**src/rtl/mul_cmp_pkg.sv**
```systemverilog
// Shared types and constants for the multiply/compare scheduler.
// The EXEC length is tied to the two pipeline stages in mul_cmp_unit.
package mul_cmp_pkg;

  typedef enum logic [1:0] {
    IDLE = 2'd0,
    EXEC = 2'd1,
    RESP = 2'd2
  } state_t;

  localparam int EXEC_CYCLES = 2;

endpackage

```
**src/rtl/mul_cmp_unit.sv**
```systemverilog
// Two-stage unsigned multiply with zero-compare select.
// Both stages advance only while en is high, so outputs hold afterwards.
module mul_cmp_unit #(
  parameter int W = 32
) (
  input  logic         clk,
  input  logic         rst_n,
  input  logic         en,
  input  logic [W-1:0] d,
  input  logic [W-1:0] h,
  input  logic         g,
  output logic [W-1:0] prod,
  output logic         f
);

  logic [W-1:0] p1;
  logic         g1;

  always_ff @(posedge clk) begin
    if (!rst_n) begin
      p1   <= '0;
      g1   <= 1'b0;
      prod <= '0;
      f    <= 1'b0;
    end else if (en) begin
      p1   <= d * h;
      g1   <= g;
      prod <= p1;
      f    <= (p1 == '0) ? g1 : 1'b0;
    end
  end

endmodule

```
**src/rtl/mul_cmp_sched.sv**
```systemverilog
// Round-robin scheduler feeding one shared multiply/compare unit.
// One operation in flight: IDLE grants, EXEC computes, RESP waits.
module mul_cmp_sched
  import mul_cmp_pkg::*;
#(
  parameter int N_REQ = 4,
  parameter int W     = 32
) (
  input  logic                       clk,
  input  logic                       rst_n,
  input  logic [N_REQ-1:0]           req_valid,
  output logic [N_REQ-1:0]           req_ready,
  input  logic [N_REQ*W-1:0]         req_d,
  input  logic [N_REQ*W-1:0]         req_h,
  input  logic [N_REQ-1:0]           req_g,
  output logic                       rsp_valid,
  input  logic                       rsp_ready,
  output logic [$clog2(N_REQ)-1:0]   rsp_id,
  output logic [W-1:0]               rsp_prod,
  output logic                       rsp_f,
  output logic                       busy,
  output logic [15:0]                op_count
);

  localparam int IW = $clog2(N_REQ);

  state_t        state, state_n;
  logic [IW-1:0] rr_ptr;
  logic [IW-1:0] win_id;
  logic [IW-1:0] idx;
  logic          win_any;
  logic          grant;
  logic          hs;
  logic [1:0]    cnt;
  logic [W-1:0]  d_q, h_q;
  logic          g_q;

  // Scan from the far end so the nearest valid at/after rr_ptr wins.
  always_comb begin
    win_any = 1'b0;
    win_id  = rr_ptr;
    idx     = '0;
    for (int k = N_REQ - 1; k >= 0; k--) begin
      idx = rr_ptr + IW'(k);
      if (req_valid[idx]) begin
        win_any = 1'b1;
        win_id  = idx;
      end
    end
  end

  assign grant = rst_n && (state == IDLE) && win_any;
  assign hs    = (state == RESP) && rsp_ready;

  assign req_ready = grant
    ? ({{(N_REQ-1){1'b0}}, 1'b1} << win_id)
    : '0;

  always_comb begin
    state_n = state;
    unique case (state)
      IDLE: if (grant) state_n = EXEC;
      EXEC: if (cnt == 2'(EXEC_CYCLES - 1))
              state_n = RESP;
      RESP: if (rsp_ready) state_n = IDLE;
      default: state_n = IDLE;
    endcase
  end

  always_ff @(posedge clk) begin
    if (!rst_n) begin
      state    <= IDLE;
      cnt      <= '0;
      rr_ptr   <= '0;
      op_count <= '0;
      rsp_id   <= '0;
      d_q      <= '0;
      h_q      <= '0;
      g_q      <= 1'b0;
    end else begin
      state <= state_n;
      cnt   <= (state == EXEC) ? cnt + 2'd1 : 2'd0;
      if (grant) begin
        d_q    <= req_d[win_id*W +: W];
        h_q    <= req_h[win_id*W +: W];
        g_q    <= req_g[win_id];
        rsp_id <= win_id;
      end
      if (hs) begin
        rr_ptr   <= rsp_id + 1'b1;
        op_count <= op_count + 16'd1;
      end
    end
  end

  mul_cmp_unit #(.W(W)) u_unit (
    .clk   (clk),
    .rst_n (rst_n),
    .en    (state == EXEC),
    .d     (d_q),
    .h     (h_q),
    .g     (g_q),
    .prod  (rsp_prod),
    .f     (rsp_f)
  );

  assign rsp_valid = (state == RESP);
  assign busy      = (state != IDLE);

endmodule
```
**config.mk**
```make
export PLATFORM = sky130hd
export DESIGN_NAME = mul_cmp_sched
export DESIGN_NICKNAME = d
export VERILOG_FILES = /design/src/rtl/mul_cmp_pkg.sv /design/src/rtl/mul_cmp_unit.sv /design/src/rtl/mul_cmp_sched.sv
export SDC_FILE = /design/constraint.sdc
export NUM_CORES = 2
export LEC_CHECK = 0
export BUFFER_PORTS_ARGS = -buffer_cell sky130_fd_sc_hd__buf_2
export CAP_MARGIN = 0
export CORE_UTILIZATION = 49
export DETAILED_ROUTE_END_ITERATION = 8
export PLACE_DENSITY = 0.7
export SYNTH_ARGS = -nofsm -noshare
export SYNTH_HDL_FRONTEND = slang
export SYNTH_HIERARCHICAL = 1
export SYNTH_SLANG_ARGS = --single-unit
export TNS_END_PERCENT = 30
```
**constraint.sdc**
```tcl
create_clock -name clk -period 7.4 [get_ports clk]
set_clock_uncertainty 0.05 [all_clocks]
set_input_delay 2.22 -clock clk [delete_from_list [all_inputs] [get_ports clk]]
set_output_delay 2.22 -clock clk [all_outputs]
set_load 0.02 [all_outputs]
```
# Yosys cells after proc, flatten, opt, wreduce, memory -nomap -nowiden
# Index checks and enable logic that the tools add are counted.
dict set report totals {
  out_inout_bits 57
  ff_bits 155
}
dict set report classes {
  mux 24
  n_mul 1
  shift 3
  addsub 6
  n_eq_ne 6
  n_lt_le_gt_ge 5
  n_reduce_logical 8
}
# cell count
set ops {}
lappend ops {{128-bit by 8-bit variable part select with 32-bit output} 2}
lappend ops {{32-bit logical NOT} 1}
lappend ops {{32-bit by 32-bit multiplier with 32-bit output} 1}
lappend ops {{16-bit by 1-bit adder with 16-bit output, second input constant} 1}
lappend ops {{2-bit by 3-bit < comparator with 1-bit output, second input constant} 5}
lappend ops {{2-bit 2-to-1 mux} 7}
lappend ops {{1-bit binary-select mux with 2-bit select} 5}
lappend ops {{1-bit 2-to-1 mux} 10}
lappend ops {{2-bit by 1-bit adder with 2-bit output, second input constant} 3}
lappend ops {{2-bit case mux with 3 select lines} 1}
lappend ops {{2-bit adder, second input constant} 2}
lappend ops {{2-bit by 1-bit == test with 1-bit output, second input constant} 2}
lappend ops {{4-bit 2-to-1 mux} 1}
lappend ops {{2-bit inequality test, second input constant} 2}
lappend ops {{1-bit by 2-bit << shifter with 4-bit output, first input constant} 1}
lappend ops {{1-bit logical AND} 3}
lappend ops {{3-bit AND reduction} 1}
lappend ops {{2-bit == test, second input constant} 1}
lappend ops {{2-bit logical NOT} 1}
lappend ops {{2-bit by 1-bit inequality test with 1-bit output, second input constant} 1}
lappend ops {{2-bit AND reduction} 1}
lappend ops {{2-bit nonzero test} 1}

# Depth between registers and ports, before layout
dict set report logic_depth {
  depth_word 10
  ltp_mapped 28
}

# Hierarchy
# Netlist, hierarchy kept.
# module area_each_um2 n_inst cells_per_inst seq_area_each_um2
set modules_own_cells {}
lappend modules_own_cells {mul_cmp_unit 18271.3 1 1945 1321.3}
lappend modules_own_cells {mul_cmp_sched 5270.1 1 498 1781.7}

# Worst setup path before layout
# OpenSTA, ideal clock, no wires.
dict set report synth_path {
  kind {flip-flop to flip-flop}
  start {register h_q[3]}
  end {register u_unit.p1[30]}
  path_stages_with_launch 26
  setup_slack_ps 573
  n_path_buf 2
  arrival_ps 6655
  path_cell_list {dfxtp_1 clkbuf_1 clkbuf_1 and2_1 fa_1 inv_1 fa_1 fa_1 fa_1 inv_1 fa_1 inv_1 fa_1 inv_1 fa_1 fa_1 ha_1 a21o_1 a21o_1 a21oi_1 o211ai_1 and3_1 a31oi_1 a21oi_1 and4b_1 a311o_1}
}
dict set report synth_via {
  elab_chain_len 1
}
# item line
set synth_lines {}
lappend synth_lines {{start: declaration} mul_cmp_sched.sv:35} ;# logic [W-1:0] d_q, h_q;
lappend synth_lines {{start signal: assignment} mul_cmp_sched.sv:85} ;# h_q <= req_h[win_id*W +: W];
lappend synth_lines {{32-bit by 32-bit multiplier with 32-bit output} mul_cmp_unit.sv:26} ;# p1 <= d * h;
lappend synth_lines {{end signal: assignment} mul_cmp_unit.sv:26}
lappend synth_lines {{end: declaration} mul_cmp_unit.sv:16} ;# logic [W-1:0] p1;
# No other way between the ends.
# A chain may end at the register's enable or synchronous reset.

# Worst setup path in the final report
dict set report layout_path {
  start {register d_q[9]}
  end {register u_unit.p1[30]}
}
dict set report layout_via {
  elab_chain_len 1
}
# item line
set layout_lines {}
lappend layout_lines {{start: declaration} mul_cmp_sched.sv:35}
lappend layout_lines {{start signal: assignment} mul_cmp_sched.sv:84} ;# d_q <= req_d[win_id*W +: W];
lappend layout_lines {{32-bit by 32-bit multiplier with 32-bit output} mul_cmp_unit.sv:26}
# No other way between the ends.

==> summary.md <==
| Metric | Value |
|---|---|
| Outcome | finished, final reports clean |
| Setup TNS | 0 ns |
| Top cell type's share of synthesized area | 0.347 |
| Sequential element share of the synthesized area | 0.132 |
| Die height | 221 um |
| Die width | ~220 um |
| Most common cell in the netlist | fa_1 |
| Yosys cell types | 66 |
| H-tree Lvls | 4 |
| Die area | 0.0489 mm^2 |
| FP Rows | around 80 |
| Register clock-pin slew on the reported worst setup and hold paths | ~0.080 ns |
| I/O Pins | approximately 320 |
| CTS sink cnt | between 150 and 200 |
| Worst hold start | cnt[0] |
| Post-Syn Nets | between 3000 and 4000 |
| CP endpoint kind | flip-flop |
| Total GRT Usage | 0.280 |
| Worst r2r src | d_q[9] |
| CP startpoint kind | flip-flop |
| Clk_lat worst skew | 0.50 ns |
| Synth area leaders | fa_1 (35%), dfxtp_1 (13%), and2_1 (10%) |
| CTS buffer count | 17 |
| DR pass1 iterations | 5 |
| CTS tree | yes |
| Mapped cell area | about 0.024 mm^2 |
| Hold Crit Class | flip-flop to flip-flop |
| Clock buffer depth | 2 |
| Clk pwr share | 0.199 |
| Syn Inst Count | about 2400 |
| DPL Wire Length | between 50000 and 60000 um |
| GRT overflow | 0 |
| Multi-input gate area | between 0.015 and 0.02 mm^2 |
| PortBufs | about 320 |
| Sequential cell area | 0.00312 mm^2 |
| Gate power share | 0.551 |
| End of the worst hold path | cnt[0] |
| Layout fillers | 4081 |
| Ys flop type | dfxtp_1 |
| Crit-path max FO | 11 |
| Syn Area/Cell | ~9.6 um^2 |
| Post-cts hold buffer count | 0 |
| Final WL | slightly below 70000 um |
| Clock root buffer | clkbuf_16 |
| Post-DR wirelength/cell | a little over 20 um |
| Via density per instance | approximately 5.4 |
| Flop2flop setup slack | 0.29 ns |
| Static Leak | around 12 nW |
| Dpl cell area | ~0.026 mm^2 |
| R2R depth | 24 |
| Synth area leader | fa_1 |
| WP data required | between 7 and 8 ns |
| Sequential power share | 0.250 |
| Final Setup Violations | 0 |
| Vias after detailed routing | roughly 18000 |
| Period utilisation layout | 0.960 |
| Initial Util | 0.501 |
| Area Overhead vs Synth | 11.8% |
| DRC Markers | 0 |
| Arrival time worst endpoint | around 7.4 ns |
| Final Hold Viols | 0 |
| Async set-reset flop share out of synthesis | 0 |
| Synth cell count leaders | fa_1 (408), and2_1 (383), inv_1 (364) |
| Post-DRT Antenna Nets | 0 |
| Iter 0 DRT Violations | roughly 1200 |
| Final Power | around 4.5 mW |
| Post-cts sizing count | 0 |
| Post-synth EDFFs | 0 |
| Fin area | ~0.026 mm^2 |
| Initial antenna violation count | 9 |
| Share of cells above drive strength 1 | 0.185 |
| Slew HR | 0.281 |
| Cell area power density | 172 mW/mm^2 |
| Peak supply drop | 0.192 mV |
| Int Pwr | between 2 and 2.5 mW |
| Core Util, Final | 0.561 |
| FF-to-FF End | u_unit/p1[30] |
| Final Wtd Congestion | just over 0.9 |
| Vias in the first global route | 19022 |
| Max cap viols | 0 |
| Core area | roughly 0.047 mm^2 |
| Synth Warn # | 6 |
| RSZ-0062 raised after global routing | false |
| Fin crit period | ~7.1 ns |
| Buffers inserted by post-CTS timing repair | 0 |
| Worst-Margin Slew | roughly 1.1 ns |
| Critical path class | flip-flop to flip-flop |
| FMAX | around 140 MHz |
| Slew Limit Fails | 0 |
| First-pass GRT wire length | approximately 100000 um |
| Switch Pwr | roughly 2 mW |
| Sw Share | 0.454 |
| Layout Nets | roughly 3500 |
| Largest net degree at the start of global routing | ~120 |
| Hold Path Stages | 1 |
| Synth Register Bits | approximately 160 |
[state kept, by name (all words and copies together) (netlist names)]
| signal | cells |
|---|---|
| cnt | 2 |
| g_q | 1 |
| u_unit/prod | 32 |
| u_unit/f | 1 |
| u_unit/g1 | 1 |
| op_count | 16 |
| rr_ptr | 2 |
| h_q | 32 |
| u_unit/p1 | 32 |
| rsp_id | 2 |
| d_q | 32 |
| state | 2 |
[power groups by stage]
stage               Sequential [mW]  Clock (mW)  Combinational [mW]
floorplan                      1.04           0                1.74
global placement               1.15           0                2.43
detailed placement             1.15           0                2.48
CTS                            1.13       0.918                2.49
global route                   1.15       0.944                2.75
finish                         1.14       0.902                2.50
[critical path: stages (launching register included)]
cell and delay (ns):
dfxtp_1 0.47, buf_4 0.25, and2_1 0.17, fa_1 0.40
fa_1 0.46, fa_1 0.54, inv_1 0.05, fa_1 0.49
inv_1 0.06, fa_1 0.50, inv_1 0.05, fa_1 0.53
inv_1 0.05, fa_1 0.45, fa_1 0.39, ha_1 0.39
a21o_1 0.19, a21o_1 0.18, a21oi_1 0.20, o211ai_1 0.13
and3_1 0.18, a31oi_1 0.19, a21oi_1 0.13, and4b_1 0.20
a311o_1 0.30
[how the worst max path moves through the flow]
stage | startpoint | endpoint | slack, ns | cells past startpoint
after floorplan | h_q[3] | u_unit/p1[30] | 0.57 | 25
after global placement | h_q[8] | u_unit/p1[30] | 0.27 | 24
after detailed placement | h_q[8] | u_unit/p1[31] | 0.14 | 22
after CTS | h_q[8] | u_unit/p1[31] | 0.10 | 22
after global routing | h_q[2] | u_unit/p1[30] | 0.01 | 24
final | d_q[9] | u_unit/p1[30] | 0.29 | 24
[cells by family (layout without fill, tap and decap cells)]
family	count (synthesis)	count (layout)	synth area share
simple gates	803	803	0.186
fa+ha+maj	533	533	0.413
buf+inv	505	781	0.0882
mux	179	179	0.0761
compound gates	173	173	0.0687
flops	155	155	0.132
xor+xnor	95	95	0.0362
other cells	0	6	0
[stage by stage]
step / hold WS, ns / setup WS [ns] / cells
after floorplan: 0.348 / 0.573 / 2443
after global placement: 0.357 / 0.274 / 3294
after detailed placement: 0.368 / 0.141 / 3294
after CTS: 0.380 / 0.104 / 3326
after global routing: 0.396 / 0.0142 / 3331
final: 0.376 / 0.294 / 3332
[placed cells by master, fill, tap and decap left out, types with 4 or more instances in the layout]
master / n
nor2b_1: 60
and2_1: 382
nor4_1: 8
and3_1: 6
dfxtp_2: 17
inv_1: 364
clkbuf_16: 17
nand3b_1: 4
buf_2: 323
o211a_1: 8
a21o_1: 9
inv_6: 5
nand2_1: 259
o21ai_0: 19
xor2_1: 17
nand4_1: 14
fa_1: 408
o221ai_1: 15
a31oi_1: 5
nor2_1: 20
nor3_1: 8
mux2i_1: 179
xnor2_1: 76
a21oi_1: 28
dfxtp_1: 138
o221ai_2: 50
diode_2: 6
ha_1: 124
nor3b_1: 4
buf_4: 61
nand3_1: 16
o211ai_1: 7
a21boi_0: 4
[area by class of cell]
cell class	instances	area share
multi-input cells	1783	0.699
flip-flops and latches	155	0.119
repair buffers	385	0.0796
inverters	364	0.0519
well taps	607	0.0289
clock buffers	21	0.0179
clock inverters	11	0.00385
diodes	6	0.000570
[routing by layer]
metal	wire length, um	track usage	vias to the layer above
li1	-	-	8181
met1	27900	0.353	9049
met2	32200	0.458	653
met3	4500	0.0629	125
met4	2700	0.130	2
met5	13	0	-
No activity file was read; power rests on OpenSTA's default activity.
